## src/rtl/semafor_scheduler.sv

```systemverilog
`default_nettype none
// ============================================================================
// semafor_scheduler : main road / side road / pedestrian phase scheduler
// Rev 1.0
// ============================================================================
module semafor_scheduler #(
  parameter int T_GREEN_MIN = 5,
  parameter int T_GREEN_B   = 4,
  parameter int T_YELLOW    = 2,
  parameter int T_ALLRED    = 1,
  parameter int T_WALK      = 3,
  parameter int TMR_W       = 8
) (
  input  logic       clk,
  input  logic       rst,
  input  logic       tick,
  input  logic       req_b,
  input  logic       btn_n,
  output logic       a_red,
  output logic       a_yellow,
  output logic       a_green,
  output logic       b_red,
  output logic       b_yellow,
  output logic       b_green,
  output logic       ped_walk,
  output logic       ped_wait,
  output logic [2:0] state
);

  typedef enum logic [2:0] {
    A_GREEN  = 3'd0,
    A_YELLOW = 3'd1,
    ALLRED1  = 3'd2,
    B_GREEN  = 3'd3,
    B_YELLOW = 3'd4,
    PED_WALK = 3'd5,
    ALLRED2  = 3'd6
  } phase_t;

  // Terminal count of each timed phase: the phase exits on the tick seen here.
  localparam logic [TMR_W-1:0] GMIN_LAST = TMR_W'(T_GREEN_MIN - 1);
  localparam logic [TMR_W-1:0] GB_LAST   = TMR_W'(T_GREEN_B - 1);
  localparam logic [TMR_W-1:0] YEL_LAST  = TMR_W'(T_YELLOW - 1);
  localparam logic [TMR_W-1:0] RED_LAST  = TMR_W'(T_ALLRED - 1);
  localparam logic [TMR_W-1:0] WALK_LAST = TMR_W'(T_WALK - 1);
  localparam logic [TMR_W-1:0] TMR_ONE   = TMR_W'(1);

  phase_t           phase, phase_nx;
  logic [TMR_W-1:0] tmr, tmr_nx, dur_last;
  logic             b_pend, ped_pend, last_ped, sel_ped;
  logic             b_pend_nx, ped_pend_nx, last_ped_nx, sel_ped_nx;
  logic             clr_b, clr_p;
  logic             btn_s1, btn_s2, btn_s3, btn_fall;

  // Button synchronizer; btn_s3 only serves the falling-edge detector.
  always_ff @(posedge clk or negedge rst) begin
    if (!rst) begin
      btn_s1 <= 1'b1;
      btn_s2 <= 1'b1;
      btn_s3 <= 1'b1;
    end else begin
      btn_s1 <= btn_n;
      btn_s2 <= btn_s1;
      btn_s3 <= btn_s2;
    end
  end

  assign btn_fall = btn_s3 & ~btn_s2;

  always_comb begin
    dur_last = GMIN_LAST;
    case (phase)
      A_YELLOW, B_YELLOW: dur_last = YEL_LAST;
      ALLRED1, ALLRED2:   dur_last = RED_LAST;
      B_GREEN:            dur_last = GB_LAST;
      PED_WALK:           dur_last = WALK_LAST;
      default:            dur_last = GMIN_LAST;
    endcase
  end

  always_comb begin
    phase_nx    = phase;
    tmr_nx      = tmr;
    sel_ped_nx  = sel_ped;
    last_ped_nx = last_ped;
    clr_b       = 1'b0;
    clr_p       = 1'b0;
    case (phase)
      A_GREEN: begin
        if (tick) begin
          if (tmr == GMIN_LAST) begin
            if (b_pend | ped_pend) begin
              phase_nx   = A_YELLOW;
              tmr_nx     = '0;
              // Pedestrian wins alone, or on a tie when B was served last.
              sel_ped_nx = ped_pend & (~b_pend | ~last_ped);
            end
          end else begin
            tmr_nx = tmr + TMR_ONE;
          end
        end
      end
      A_YELLOW, ALLRED1, B_GREEN, B_YELLOW, PED_WALK, ALLRED2: begin
        if (tick) begin
          if (tmr == dur_last) begin
            tmr_nx = '0;
            case (phase)
              A_YELLOW: phase_nx = ALLRED1;
              ALLRED1: begin
                if (sel_ped) begin
                  phase_nx    = PED_WALK;
                  clr_p       = 1'b1;
                  last_ped_nx = 1'b1;
                end else begin
                  phase_nx    = B_GREEN;
                  clr_b       = 1'b1;
                  last_ped_nx = 1'b0;
                end
              end
              B_GREEN:            phase_nx = B_YELLOW;
              B_YELLOW, PED_WALK: phase_nx = ALLRED2;
              default:            phase_nx = A_GREEN;
            endcase
          end else begin
            tmr_nx = tmr + TMR_ONE;
          end
        end
      end
      default: begin
        phase_nx = A_GREEN;
        tmr_nx   = '0;
      end
    endcase
  end

  // A request arriving in the same clk as its clear survives.
  assign b_pend_nx   = (b_pend & ~clr_b) | req_b;
  assign ped_pend_nx = (ped_pend & ~clr_p) | btn_fall;

  always_ff @(posedge clk or negedge rst) begin
    if (!rst) begin
      phase    <= A_GREEN;
      tmr      <= '0;
      b_pend   <= 1'b0;
      ped_pend <= 1'b0;
      last_ped <= 1'b1;
      sel_ped  <= 1'b0;
    end else begin
      phase    <= phase_nx;
      tmr      <= tmr_nx;
      b_pend   <= b_pend_nx;
      ped_pend <= ped_pend_nx;
      last_ped <= last_ped_nx;
      sel_ped  <= sel_ped_nx;
    end
  end

  always_ff @(posedge clk or negedge rst) begin
    if (!rst) begin
      a_red    <= 1'b0;
      a_yellow <= 1'b0;
      a_green  <= 1'b1;
      b_red    <= 1'b1;
      b_yellow <= 1'b0;
      b_green  <= 1'b0;
      ped_walk <= 1'b0;
      ped_wait <= 1'b0;
    end else begin
      a_green  <= (phase == A_GREEN);
      a_yellow <= (phase == A_YELLOW);
      a_red    <= (phase != A_GREEN) && (phase != A_YELLOW);
      b_green  <= (phase == B_GREEN);
      b_yellow <= (phase == B_YELLOW);
      b_red    <= (phase != B_GREEN) && (phase != B_YELLOW);
      ped_walk <= (phase == PED_WALK);
      ped_wait <= ped_pend;
    end
  end

  assign state = phase;

endmodule

`default_nettype wire

```

## config.mk

```make
export PLATFORM = sky130hd
export DESIGN_NAME = semafor_scheduler
export DESIGN_NICKNAME = d
export VERILOG_FILES = /design/src/rtl/semafor_scheduler.sv
export SDC_FILE = /design/constraint.sdc
export NUM_CORES = 1
export LEC_CHECK = 0
export ABC_AREA = 0
export BUFFER_PORTS_ARGS = -buffer_cell sky130_fd_sc_hd__buf_2
export CORE_MARGIN = 2
export CORE_UTILIZATION = 55
export CTS_CLUSTER_SIZE = 28
export DETAILED_ROUTE_END_ITERATION = 8
export GPL_TIMING_DRIVEN = 0
export PLACE_DENSITY = 0.76
export SYNTH_ARGS = -nofsm -noshare
export SYNTH_HDL_FRONTEND = slang
export SYNTH_SLANG_ARGS = --single-unit
```

## constraint.sdc

```tcl
create_clock -name clk -period 2.4 [get_ports clk]
set_clock_uncertainty 0.05 [all_clocks]
set_input_delay 0.48 -clock clk [delete_from_list [all_inputs] [get_ports clk]]
set_output_delay 0.48 -clock clk [all_outputs]
set_load 0.01 [all_outputs]
```

# Word-level counts from Yosys, hierarchy flattened
# Cells that the tools add are included.
[word_totals]
output_inout_bits = 11
register_bits = 26
word_cells = 85
[op_classes]
n_mux = 25
n_reduce_logical = 12
addsub = 1
bitwise = 13
n_eq_ne = 17
[op_table]
columns = ["cell", "n"]
rows = [
  ["$mux W8", 5],
  ["$pmux W3 S4", 2],
  ["$mux W3", 6],
  ["$pmux W8 S2", 1],
  ["$mux W1", 10],
  ["$ne A2 B2 Y1 const B", 5],
  ["$eq A3 B3 Y1 const B", 3],
  ["$add A8 B1 Y8 const B", 1],
  ["$eq A8 B3 Y1 const B", 1],
  ["$eq A8 B8 Y1", 1],
  ["$reduce_and A4 Y1", 2],
  ["$eq A3 B2 Y1 const B", 2],
  ["$ne A3 B3 Y1 const B", 2],
  ["$pmux W3 S2", 1],
  ["$reduce_or A2 Y1", 3],
  ["$reduce_or A6 Y1", 1],
  ["$not A1 Y1", 5],
  ["$reduce_and A5 Y1", 1],
  ["$and A1 B1 Y1", 4],
  ["$or A1 B1 Y1", 4],
  ["$eq A3 B1 Y1 const B", 1],
  ["$logic_not A3 Y1", 1],
  ["$ne A3 B1 Y1 const B", 1],
  ["$ne A3 B2 Y1 const B", 1],
  ["3 further kinds", 4],
]

# Depth between registers and ports, before layout
# Gate-level depths: netlist of run 1.
[depth]
ltp_word = 10
mapped_depth = 8

# Worst setup path before layout of run 1
# No wires, ideal clock.
[synth_path]
kind = "reg2reg"
startpoint = "register phase[2], in the netlist state[2]"
endpoint = "register tmr[2]"
stages_incl_launch_ff = 7
arrival_time_ns = 1.785
path_slack_ns = 0.433
required_ns = 2.217
path_cell_list = "dfrtp_1 buf_4 nor4_1 a221oi_2 a211o_1 a311oi_4 nor2_1"
[synth_via]
elab_chain_cells = 7
word_cells_on_any_way = 19
[synth_lines]
columns = ["item", "line_no", "source"]
rows = [
  ["from (decl)", "48", "phase_t phase, phase_nx;"],
  ["from (signal assigned)", "149", "phase <= phase_nx;"],
  ["$eq A3 B2 Y1, or another cell as far along", "72, 88", ""],
  ["$reduce_or A2 Y1", "72", "case (phase)"],
  ["$pmux W3 S4", "72", ""],
  ["$eq A8 B8 Y1", "105", "if (tmr == dur_last) begin"],
  ["$mux W8", "105", ""],
  ["$mux W8", "104", "if (tick) begin"],
  ["$pmux W8 S2", "88", "case (phase)"],
  ["to (signal assigned)", "150", "tmr <= tmr_nx;"],
  ["to (decl)", "49", "logic [TMR_W-1:0] tmr, tmr_nx, dur_last;"],
]
# Parallel ways exist; a longest one is shown, timed or not. The select of a mux whose other input is x is not followed.
# A chain may end at the register's enable or synchronous reset.

# Final worst setup path of run 1
[layout_path]
startpoint = "register phase[2], in the netlist state[2]"
endpoint = "register tmr[7]"
# Same word-level chain as after synthesis.

==> metrics.md, run 1 <==
| Metric | Value |
|---|---|
| Core area | 2450 um^2 |
| Worst-margin pin slew | 0.705 ns |
| Syn Inst Count | 141 |
| Post-synthesis mux area share | 0.00795 |
| WS Path Type | flop to flop |
| Antenna viol nets, final | 0 |
| GPL Wtd Cong | 0.901 |
| Clock slew at reported path FFs | 0.13 ns |
| Syn. warnings | 0 |
| Final instance area | 1550 um^2 |
| Tcrit/Tclk final | 0.897 |
| Total CTS buffers | 3 |
| Most common cell after layout, fill and taps aside | dfrtp_1 |
| Dpl hpwl | 1970 um |
| All-Layer GR Usage | 0.214 |
| H-tree levels | 1 |
| Vias/cell | 5.86 |
| Buffers from clock root to sink, at most | 2 |
| Initial Utilization | 0.577 |
| Slew Limit Fails | 0 |
| Complex-gate fraction of the synthesized area | 0.186 |
| PostCTS Resize Cnt | 0 |
| FF-to-FF setup slack | 0.25 ns |
| Multi-input logic area | 677 um^2 |
| Core Rows | 18 |
| Antenna Cells | 0 |
| Simple-gate share of the synthesized area | 0.230 |
| Layout cells sized above 1 | 0.270 |
| PortBufs | 15 |
| Final setup fails | 0 |
| PnR Total Power | 0.00175 W |
| Number of setup buffers added after CTS | 0 |
| Status | finished clean |
| Router iterations before antenna repair | 4 |
| Share of flip-flops with an asynchronous set or reset | 1.00 |
| Fin nets | 168 |
| Worst-skew pair later-pin latency | 0.32 ns |
| Period minus WS final | 2.15 ns |
| Worst Reg2Reg Path Length in Cells | 6 |
| RSZ-0062 raised after global routing | no |
| Die height | 54.7 um |
| Largest net degree at the start of global routing | 27 |
| Reg area | 658 um^2 |
| Worst flop-to-flop path startpoint | state[2] |
| Syn-to-layout area delta | 9.54% |
| Synthesized cell area | 1420 um^2 |
| Placed cell areas | 1530 um^2 |
| P_leak | 0.676 nW |
| # DRC | 0 |
| Seq cells post-synth | 26 |
| First-pass GRT wire length | 4550 um |
| Fin. Hold Viols | 0 |
| Drt initial violations | 27 |
| Setup TNS | 0 ns |
| DR WL/cell | 14.0 um |
| Die W | 54.7 um |
| Total length of routed wires | 2650 um |
| Critical R2R Capture | tmr[7] |
| Worst Path Required | 2.56 ns |
| Peak VDD IR | 0.785 mV |
| Prevailing post-synth register cell | dfrtp_1 |
| Vias in the first global route | 1052 |
| Cts hold-fix bufs | 0 |
| Synthesized netlist net count | 148 |
| Filler cell count | 202 |
| Worst Setup SP | state[2] |
| Highest clock rate | 465 MHz |
| CTS sink cnt | 26 |
| CTS tree | done |
| Critical Path Source Type | flop |
| Largest family of logic cells by synthesized area | simple AND/OR/NAND/NOR gates |
| Initial antenna violation count | 0 |
| Routed vias | 1107 |
| Clk root buf | clkbuf_4 |
| Syn avg cell area | 10.0 um^2 |
| Total Die Area | 3000 um^2 |
| Post-synth EDFFs | 0 |
| Hold crit path type | input pin to asynchronous set/reset pin |
| Congestion Overflow GR | 0 |
| Crit path DAT | 2.31 ns |
| CP Capture Type | flop |
| Seq/Total Area, Yosys | 0.465 |
| Synthesized-area fraction occupied by adder cells | 0.0177 |
| XOR/XNOR Fraction of Synth Area | 0.0371 |
| Post-synth cell types | 48 |
| Max cap viols | 0 |
| Crit Path Max Fanout | 10 |
| I/O pin cnt | 16 |
| Pwr dens | 1130 nW/um^2 |
| Most frequent cells in the layout | dfrtp_1, buf_2, nor2_1, nand2_1, inv_1 |
| Slew headroom | 0.528 |
## final cells by class
cell class / instances / share of cell area
sequential: 26 / 0.424
multi-input combinational: 96 / 0.436
tap: 30 / 0.0242
buffer: 9 / 0.0282
inverter: 10 / 0.0242
timing repair buffer: 15 / 0.0484
clock buffer: 3 / 0.0145
## metal layers
| layer | share of wire | wire [um] | vias to the layer above | global-route usage |
|---|---|---|---|---|
| met5 | 0 | 0 | - | 0 |
| met1 | 0.47 | 1240 | 533 | 0.287 |
| met4 | 0.012 | 32 | 0 | 0.0875 |
| li1 | - | - | 542 | - |
| met3 | 0.046 | 121 | 4 | 0.0464 |
| met2 | 0.47 | 1250 | 28 | 0.333 |
## cells by family after synthesis
| group | after synthesis |
|---|---|
| AOI/OAI and AO/OA | 30 |
| xor gates and xnor gates | 6 |
| adders and majority gates | 2 |
| buffers and inverters | 19 |
| DFF | 26 |
| muxes | 1 |
| and+or+nand+nor | 57 |
## power by group
part | leakage, nW | switching (W) | internal (W)
combinational | 0.353 | 0.000541 | 0.000382
clock | 0.0138 | 0.000125 | 0.0000588
sequential | 0.310 | 0.0000731 | 0.000572
total | 0.676 | 0.000740 | 0.00101
## worst max-delay path, stage by stage (launching register included)
cell,delay (ns)
dfrtp_1,0.43
buf_4,0.18
nor4_1,0.35
a221oi_2,0.12
a211o_1,0.37
a311oi_4,0.44
nor2_1,0.10
## flip-flops by register name, summed over array words and instances (netlist names)
name	flops
sel_ped	1
a_green	1
tmr	8
b_red	1
ped_walk	1
b_pend	1
b_yellow	1
ped_wait	1
btn_s2	1
btn_s1	1
a_red	1
ped_pend	1
last_ped	1
state	3
a_yellow	1
b_green	1
btn_s3	1
## cells in the mapped netlist, types with 2 or more instances
| cell type | count | area share |
|---|---|---|
| inv_1 | 10 | 0.027 |
| nor3_1 | 3 | 0.011 |
| xnor2_1 | 5 | 0.031 |
| and3_1 | 3 | 0.013 |
| and2_1 | 2 | 0.0088 |
| o41ai_1 | 2 | 0.012 |
| o21ai_0 | 2 | 0.0071 |
| a211oi_1 | 5 | 0.027 |
| nand3_1 | 7 | 0.025 |
| nor4_1 | 2 | 0.0088 |
| nor4_4 | 2 | 0.030 |
| a21o_1 | 3 | 0.016 |
| a31oi_1 | 3 | 0.013 |
| dfrtp_1 | 20 | 0.35 |
| dfstp_2 | 6 | 0.11 |
| clkbuf_1 | 3 | 0.0079 |
| nand2_1 | 11 | 0.029 |
| buf_2 | 4 | 0.014 |
| nor2_1 | 15 | 0.040 |
| ha_1 | 2 | 0.018 |
| o21a_1 | 2 | 0.011 |
| or2_2 | 3 | 0.013 |
## how the worst max path moves through the flow
stage              to  slack, ns  cells past startpoint
2_1_floorplan  tmr[2]       0.43                      6
3_3_place_gp   tmr[5]       0.31                      5
3_5_place_dp   tmr[3]       0.26                      6
4_1_cts        tmr[4]       0.24                      6
5_1_grt        tmr[3]        0.1                      8
6_report       tmr[7]       0.25                      6
## metrics by stage
step,utilization,worst slack [ns],hold slack (ns),instances
after floorplan,-,0.433,0.134,141
after global routing,0.632,0.0966,0.116,189
final,0.632,0.248,0.0733,189
after global placement,0.623,0.310,0.301,186
after CTS,0.632,0.245,0.0915,189
after detailed placement,0.623,0.259,0.297,186
Note: power is estimated with default switching activity, not from simulation.
==> inputs of run 2 (changes only) <==
CELL_PAD_IN_SITES_DETAIL_PLACEMENT = 2   (was not set)
CELL_PAD_IN_SITES_GLOBAL_PLACEMENT = 2   (was not set)
CORE_UTILIZATION = 33   (was 55)
PLACE_DENSITY = not set   (was 0.76)
PLACE_DENSITY_LB_ADDON = 0.1   (was not set)
clock period = 1.75 ns   (was 2.4 ns; I/O delays follow)
==> run 2 against run 1 <==
Worst setup slack lost 0.55 ns. First-iteration DRC count decreased by 30%. Sequential power rose by 47%. Non-clock buffer count up 24. Routed wire length rose by 71%. The flow now finishes with violations (setup timing). Utilization fell by 15 points. Critical path type unchanged. Clock power increased by 110%. Die area increased by 61%. Register-to-register slack worse by 0.55 ns. Count of clock-buffer cells in the layout up 1. Hold slack lost 0.053 ns.
==> metrics.md, run 2 (synthesis gave the netlist of run 1 again) <==
| Metric | Value |
|---|---|
| Pwr dens | 1680 nW/um^2 (+49%) |
| Placed cell areas | 1570 um^2 (+2.7%) |
| Slew headroom | 0.605 (+0.0779) |
| Highest clock rate | 487 MHz (+4.8%) |
| Filler cell count | 433 (+110%) |
| Initial Utilization | 0.349 (-0.228) |
| Multi-input logic area | 797 um^2 (+18%) |
| Place WS | -0.436 ns (-0.695 ns) |
| Final setup fails | 14 (+14) |
| Routed vias | 1259 (+14%) |
| WS Path Type | flop to flop |
| Failing checks | setup timing |
| Core Util, Final | 0.486 (-0.146) |
| Syn-to-layout area delta | 39.2% |
| CTS sink cnt | 26 (unchanged) |
| P_leak | 0.860 nW (+27%) |
| Antenna Cells | 0 (unchanged) |
| Vias/cell | 5.38 (-8.1%) |
| Post-route insts no fill | 234 (+24%) |
| Critical Path Source Type | flop |
| CP max stage delay | 0.40 ns (-0.04 ns) |
| Drt initial violations | 19 (-30%) |
| All-Layer GR Usage | 0.178 (-0.0362) |
| Buf+Inv Stages, Crit Path | 2 (+1) |
| Grt met3 use | 0.0145 (-0.0319) |
| CP Capture Type | flop |
| Initial antenna violation count | 0 (unchanged) |
| Final instance area | 1970 um^2 (+27%) |
| H-tree levels | 1 (unchanged) |
| # DRC | 0 (unchanged) |
| Worst-margin pin slew | 0.590 ns (-0.116 ns) |
| Status | finished with violations |
| Total Die Area | 4830 um^2 (+61%) |
| DR WL/cell | 19.4 um (+38%) |
| Core Rows | 23 (+5) |
| Vias in the first global route | 1373 (+31%) |
| Most frequent CP cell | buf_6 |
| Reg area | 663 um^2 (+0.76%) |
| Most common cell after layout, fill and taps aside | buf_4 |
| Slowest cell on the critical path | dfrtp_1 |
| Largest register by flop count | tmr |
| Peak VDD IR | 0.510 mV (-35%) |
| Min Hold Slack | 0.0202 ns (-0.0531 ns) |
| Dpl cells | 206 (+11%) |
| Met2 Use GR | 0.314 (-0.0192) |
| Fin nets | 192 (+14%) |
| PortBufs | 15 (unchanged) |
| Period minus WS final | 2.05 ns (-0.0978 ns) |
| Top delay family on crit path | compound AO/OA/AOI/OAI gates |
| RSZ-0062 raised after global routing | yes |
| Cts hold-fix bufs | 0 (unchanged) |
| Chain of cells forming the critical path | buf_6, nor4bb_4, a32oi_4, a211o_1, a311oi_4, buf_6, nor2_1 |
| Die W | 69.5 um (+27%) |
| Dpl hpwl | 2580 um (+31%) |
| Total CTS buffers | 3 (unchanged) |
| Setup ws final | -0.305 ns (-0.552 ns) |
| Largest net degree at the start of global routing | 27 (unchanged) |
| Crit Path Max Fanout | 8 (-2) |
| Most frequent cells in the layout | buf_4, buf_2, dfrtp_1, nor2_1, nand2_1 |
| Max cap viols | 0 (unchanged) |
| GPL Wtd Cong | 0.754 (-16%) |
| Tcrit/Tclk final | 1.17 (+0.277) |
| M1 GR Usage | 0.227 (-0.0601) |
| Antenna viol nets, final | 0 (unchanged) |
| Slew Limit Fails | 0 (unchanged) |
| Hold crit path type | input pin to asynchronous set/reset pin |
| Total length of routed wires | 4540 um (+71%) |
| Worst Path Required | 1.86 ns (-0.70 ns) |
| Core area | 4060 um^2 (+65%) |
| Worst-skew pair later-pin latency | 0.27 ns (-0.05 ns) |
| Layout cells sized above 1 | 0.467 (+0.197) |
| Buffers from clock root to sink, at most | 2 (unchanged) |
| Die height | 69.5 um (+27%) |
| I/O pin cnt | 16 (unchanged) |
| Clk root buf | clkbuf_8 |
| GR peak layer | met2 |
| Fin. Hold Viols | 0 (unchanged) |
| Clock slew at reported path FFs | 0.09 ns (-0.04 ns) |
| Congestion Overflow GR | 0 (unchanged) |
| First-pass GRT wire length | 6850 um (+50%) |
| Crit path DAT | 2.17 ns (-0.14 ns) |
| Max FFs per register | 8 (unchanged) |
| CTS tree | done |
| Router iterations before antenna repair | 4 (unchanged) |
[run 2: cell type report]
type | instances | share of cell area
Buffer | 8 | 0.0419
Clock buffer | 4 | 0.0279
Inverter | 10 | 0.0190
Multi-Input combinational cell | 96 | 0.404
Sequential cell | 26 | 0.336
Tap cell | 50 | 0.0317
Timing Repair Buffer | 40 | 0.139
[run 2: power breakdown]
part	switching (W)	internal, W
logic	0.00102	0.000951
clock network	0.000193	0.000201
registers	0.000161	0.000789
[run 2: path summary, 6_finish.rpt]
kind                            cells after the start  slack (ns)  startpoint      end
worst max-delay path                                7       -0.30    state[0]   tmr[7]
worst min-delay path                                1        0.02         rst  sel_ped
worst max register to register                      7       -0.30    state[0]   tmr[7]
worst min register to register                      0        0.31      btn_s1   btn_s2
max in group asynchronous                           1        1.21         rst   tmr[3]
min in group clk                                    1        0.12       btn_n   btn_s1
[run 2: metal layers]
layer | share of wire | vias up
met3 | 0.019 | 8
met5 | 0 | -
li1 | - | 585
met2 | 0.52 | 22
met1 | 0.44 | 644
met4 | 0.020 | 0
[run 2: timing repair]
| action | 4_1_cts | 5_1_grt |
|---|---|---|
| gates resized for setup | 28 | 8 |
| setup endpoints to repair | 15 | 15 |
| pin swaps | 9 | 7 |
| setup buffers | 16 | 9 |
| endpoints found under the hold margin | 0 | 0 |
[run 2: worst register-to-register path, delay by kind of cell (launching register included)]
| family | cells | cell delay (ns) |
|---|---|---|
| and+or+nand+nor | 2 | 0.42 |
| DFF | 1 | 0.40 |
| buffers and inverters | 2 | 0.32 |
| AOI/OAI and AO/OA | 3 | 0.76 |
[run 2: per-stage QoR]
stage | total power, W | setup TNS [ns]
6_report | 0.00332 | -3.41
5_1_grt | 0.00355 | -4.56
4_1_cts | 0.00314 | -2.58
3_5_place_dp | 0.00225 | -4.47
3_3_place_gp | 0.00221 | -3.63
2_1_floorplan | 0.00188 | -0.950
==> inputs of run 3 (changes only) <==
SETUP_SLACK_MARGIN = 0.05   (was not set)
==> run 3 against run 2 <==
The run still ends with setup timing left. Cell area is 0.89% higher. Total power is 4.6% higher. First-iteration DRC count is 79% higher. Die area stayed put. Cell count is 1.3% lower. Hold slack worse by 0.012 ns. Sequential cell count stayed put. Sequential power is 0.5% higher. Non-clock buffer count is 3 lower. Combinational power is 2% higher. Critical path depth stayed put. Critical path type unchanged. Critical endpoint unchanged. Largest power group unchanged.
==> metrics.md, run 3 (synthesis gave the netlist of run 1 again) <==
| Metric | Value |
|---|---|
| Most common cell after layout, fill and taps aside | buf_4 |
| PnR Total Power | 0.00347 W (+4.6%) |
| Buf+Inv Stages, Crit Path | 2 (unchanged) |
| Placed cell areas | 1570 um^2 (unchanged) |
| Core Rows | 23 (unchanged) |
| Critical R2R Capture | tmr[7] |
| Routed vias | 1234 (-2.0%) |
| Buffers from clock root to sink, at most | 2 (unchanged) |
| CP Capture Type | flop |
| Clock slew at reported path FFs | 0.10 ns (about the same) |
| Setup ws final | -0.262 ns (+0.0424 ns) |
| PortBufs | 15 (unchanged) |
| Slowest cell on the critical path | dfrtp_1 |
| Vias/cell | 5.34 (-0.71%) |
| FF-to-FF setup slack | -0.26 ns (+0.04 ns) |
| Largest net degree at the start of global routing | 27 (unchanged) |
| Hold crit path type | input pin to asynchronous set/reset pin |
| Highest clock rate | 497 MHz (+2.1%) |
| Status | finished with violations |
| GPL Wtd Cong | 0.754 (about the same) |
| # DRC | 0 (unchanged) |
| Die W | 69.5 um (unchanged) |
| Crit Path Max Fanout | 6 (-2) |
| Drt initial violations | 34 (+15) |
| Setup TNS | -2.85 ns (+0.558 ns) |
| Router iterations before antenna repair | 4 (unchanged) |
| Final instance area | 1990 um^2 (+0.89%) |
| Most frequent CP cell | buf_6 |
| Dpl cells | 206 (unchanged) |
| Slew Limit Fails | 0 (unchanged) |
| Congestion Overflow GR | 0 (unchanged) |
| Initial Utilization | 0.349 (unchanged) |
| Final setup fails | 14 (unchanged) |
| CP max stage delay | 0.43 ns (+0.03 ns) |
| CP Depth | 7 (unchanged) |
| Tcrit/Tclk final | 1.15 (-0.0242) |
| Total length of routed wires | 4150 um (-8.5%) |
| WS Path Type | flop to flop |
| CTS tree | done |
| Worst-skew pair later-pin latency | 0.28 ns (about the same) |
| Crit path DAT | 2.14 ns (-0.03 ns) |
| Fin nets | 189 (-1.6%) |
| I/O pin cnt | 16 (unchanged) |
| Max FFs per register | 8 (unchanged) |
| Worst-margin pin slew | 0.585 ns (-0.00519 ns) |
| Antenna viol nets, final | 0 (unchanged) |
| All-Layer GR Usage | 0.180 (+0.00221) |
| Core area | 4060 um^2 (unchanged) |
| Peak VDD IR | 0.502 mV (-1.5%) |
| Critical Path Source Type | flop |
| Slew headroom | 0.610 (+0.00491) |
| Layout cells sized above 1 | 0.481 (+0.0133) |
| Vias in the first global route | 1361 (-0.87%) |
| P_leak | 0.863 nW (+0.34%) |
| RSZ-0062 raised after global routing | yes |
| Cts hold-fix bufs | 0 (unchanged) |
| Worst Path Required | 1.88 ns (+0.02 ns) |
| Dpl hpwl | 2600 um (+0.98%) |
| Antenna Cells | 0 (unchanged) |
| Top delay family on crit path | compound AO/OA/AOI/OAI gates |
| Pwr dens | 1740 nW/um^2 (+3.6%) |
| Min Hold Slack | 0.00839 ns (-0.0118 ns) |
| Worst Reg2Reg Path Length in Cells | 7 (unchanged) |
| Syn-to-layout area delta | 40.5% |
| DR WL/cell | 18.0 um (-7.3%) |
| First-pass GRT wire length | 6890 um (+0.51%) |
| Die height | 69.5 um (unchanged) |
| Worst flop-to-flop path startpoint | state[2] |
| Failing checks | setup timing |
| Max cap viols | 0 (unchanged) |
| Post-route insts no fill | 231 (-1.3%) |
| Total Die Area | 4830 um^2 (unchanged) |
| CTS sink cnt | 26 (unchanged) |
| Chain of cells forming the critical path | buf_6, nor4_4, a221oi_4, a211o_1, a311oi_4, buf_6, nor2_1 |
| Largest register by flop count | tmr |
| Most frequent cells in the layout | buf_4, dfrtp_1, buf_2, nor2_1 |
| Fin. Hold Viols | 0 (unchanged) |
| Period minus WS final | 2.01 ns (-0.0424 ns) |
| H-tree levels | 1 (unchanged) |
| Initial antenna violation count | 0 (unchanged) |
| Clk root buf | clkbuf_8 |
| Total CTS buffers | 3 (unchanged) |
## run 3: cell count changes in the layout (fill, tap and decap cells not counted), sizes merged
cell    delta
buf        -2
bufinv     +1
clkbuf     -2
## run 3: worst max path at each step
stage | from | to | slack, ns
after floorplan | state[0] | state[1] | -0.18
after global placement | tmr[1] | tmr[3] | -0.34
after detailed placement | tmr[1] | tmr[3] | -0.42
after CTS | tmr[0] | tmr[7] | -0.26
after global routing | state[2] | tmr[2] | -0.33
final | state[2] | tmr[7] | -0.26
## run 3: worst reg2reg max path: stages (launching register included)
cell      delay [ns]
dfrtp_1         0.43
buf_6           0.16
nor4_4          0.31
a221oi_4        0.08
a211o_1         0.37
a311oi_4        0.31
buf_6           0.16
nor2_1          0.05
## run 3: repair_timing
action	in CTS	in global routing
resized for setup	28	15
buffers inserted	16	7
pin swaps	15	12
endpoints found under the setup margin	15	15
## run 3: final cells by class
| cell class | instances | area (um^2) |
|---|---|---|
| multi-input cells | 96 | 828 |
| plain buffers | 7 | 68.8 |
| flip-flops and latches | 26 | 662 |
| clock inverters | 1 | 30.0 |
| clock buffers | 3 | 41.3 |
| well taps | 50 | 62.6 |
| inverters | 10 | 37.5 |
| fillers | 429 | 2070 |
| repair buffers | 38 | 259 |
## run 3: power by group
group / leakage (nW) / switching, W / total [W] / internal, W
registers: 0.306 / 0.000166 / 0.000955 / 0.000789
logic: 0.522 / 0.00103 / 0.00201 / 0.000978
clock network: 0.0357 / 0.000198 / 0.000505 / 0.000306
## run 3: per-layer routing
metal,track usage,up-vias,wire [um]
li1,-,579,-
met1,0.229,630,1860
met2,0.313,18,2120
met3,0.0276,7,100
met4,0.0588,0,74
met5,0,-,0
## run 3: metrics by stage
step,setup slack (ns),util
floorplan,-0.181,-
global placement,-0.341,0.387
detailed placement,-0.424,0.387
CTS,-0.264,0.467
global route,-0.327,0.490
finish,-0.262,0.490
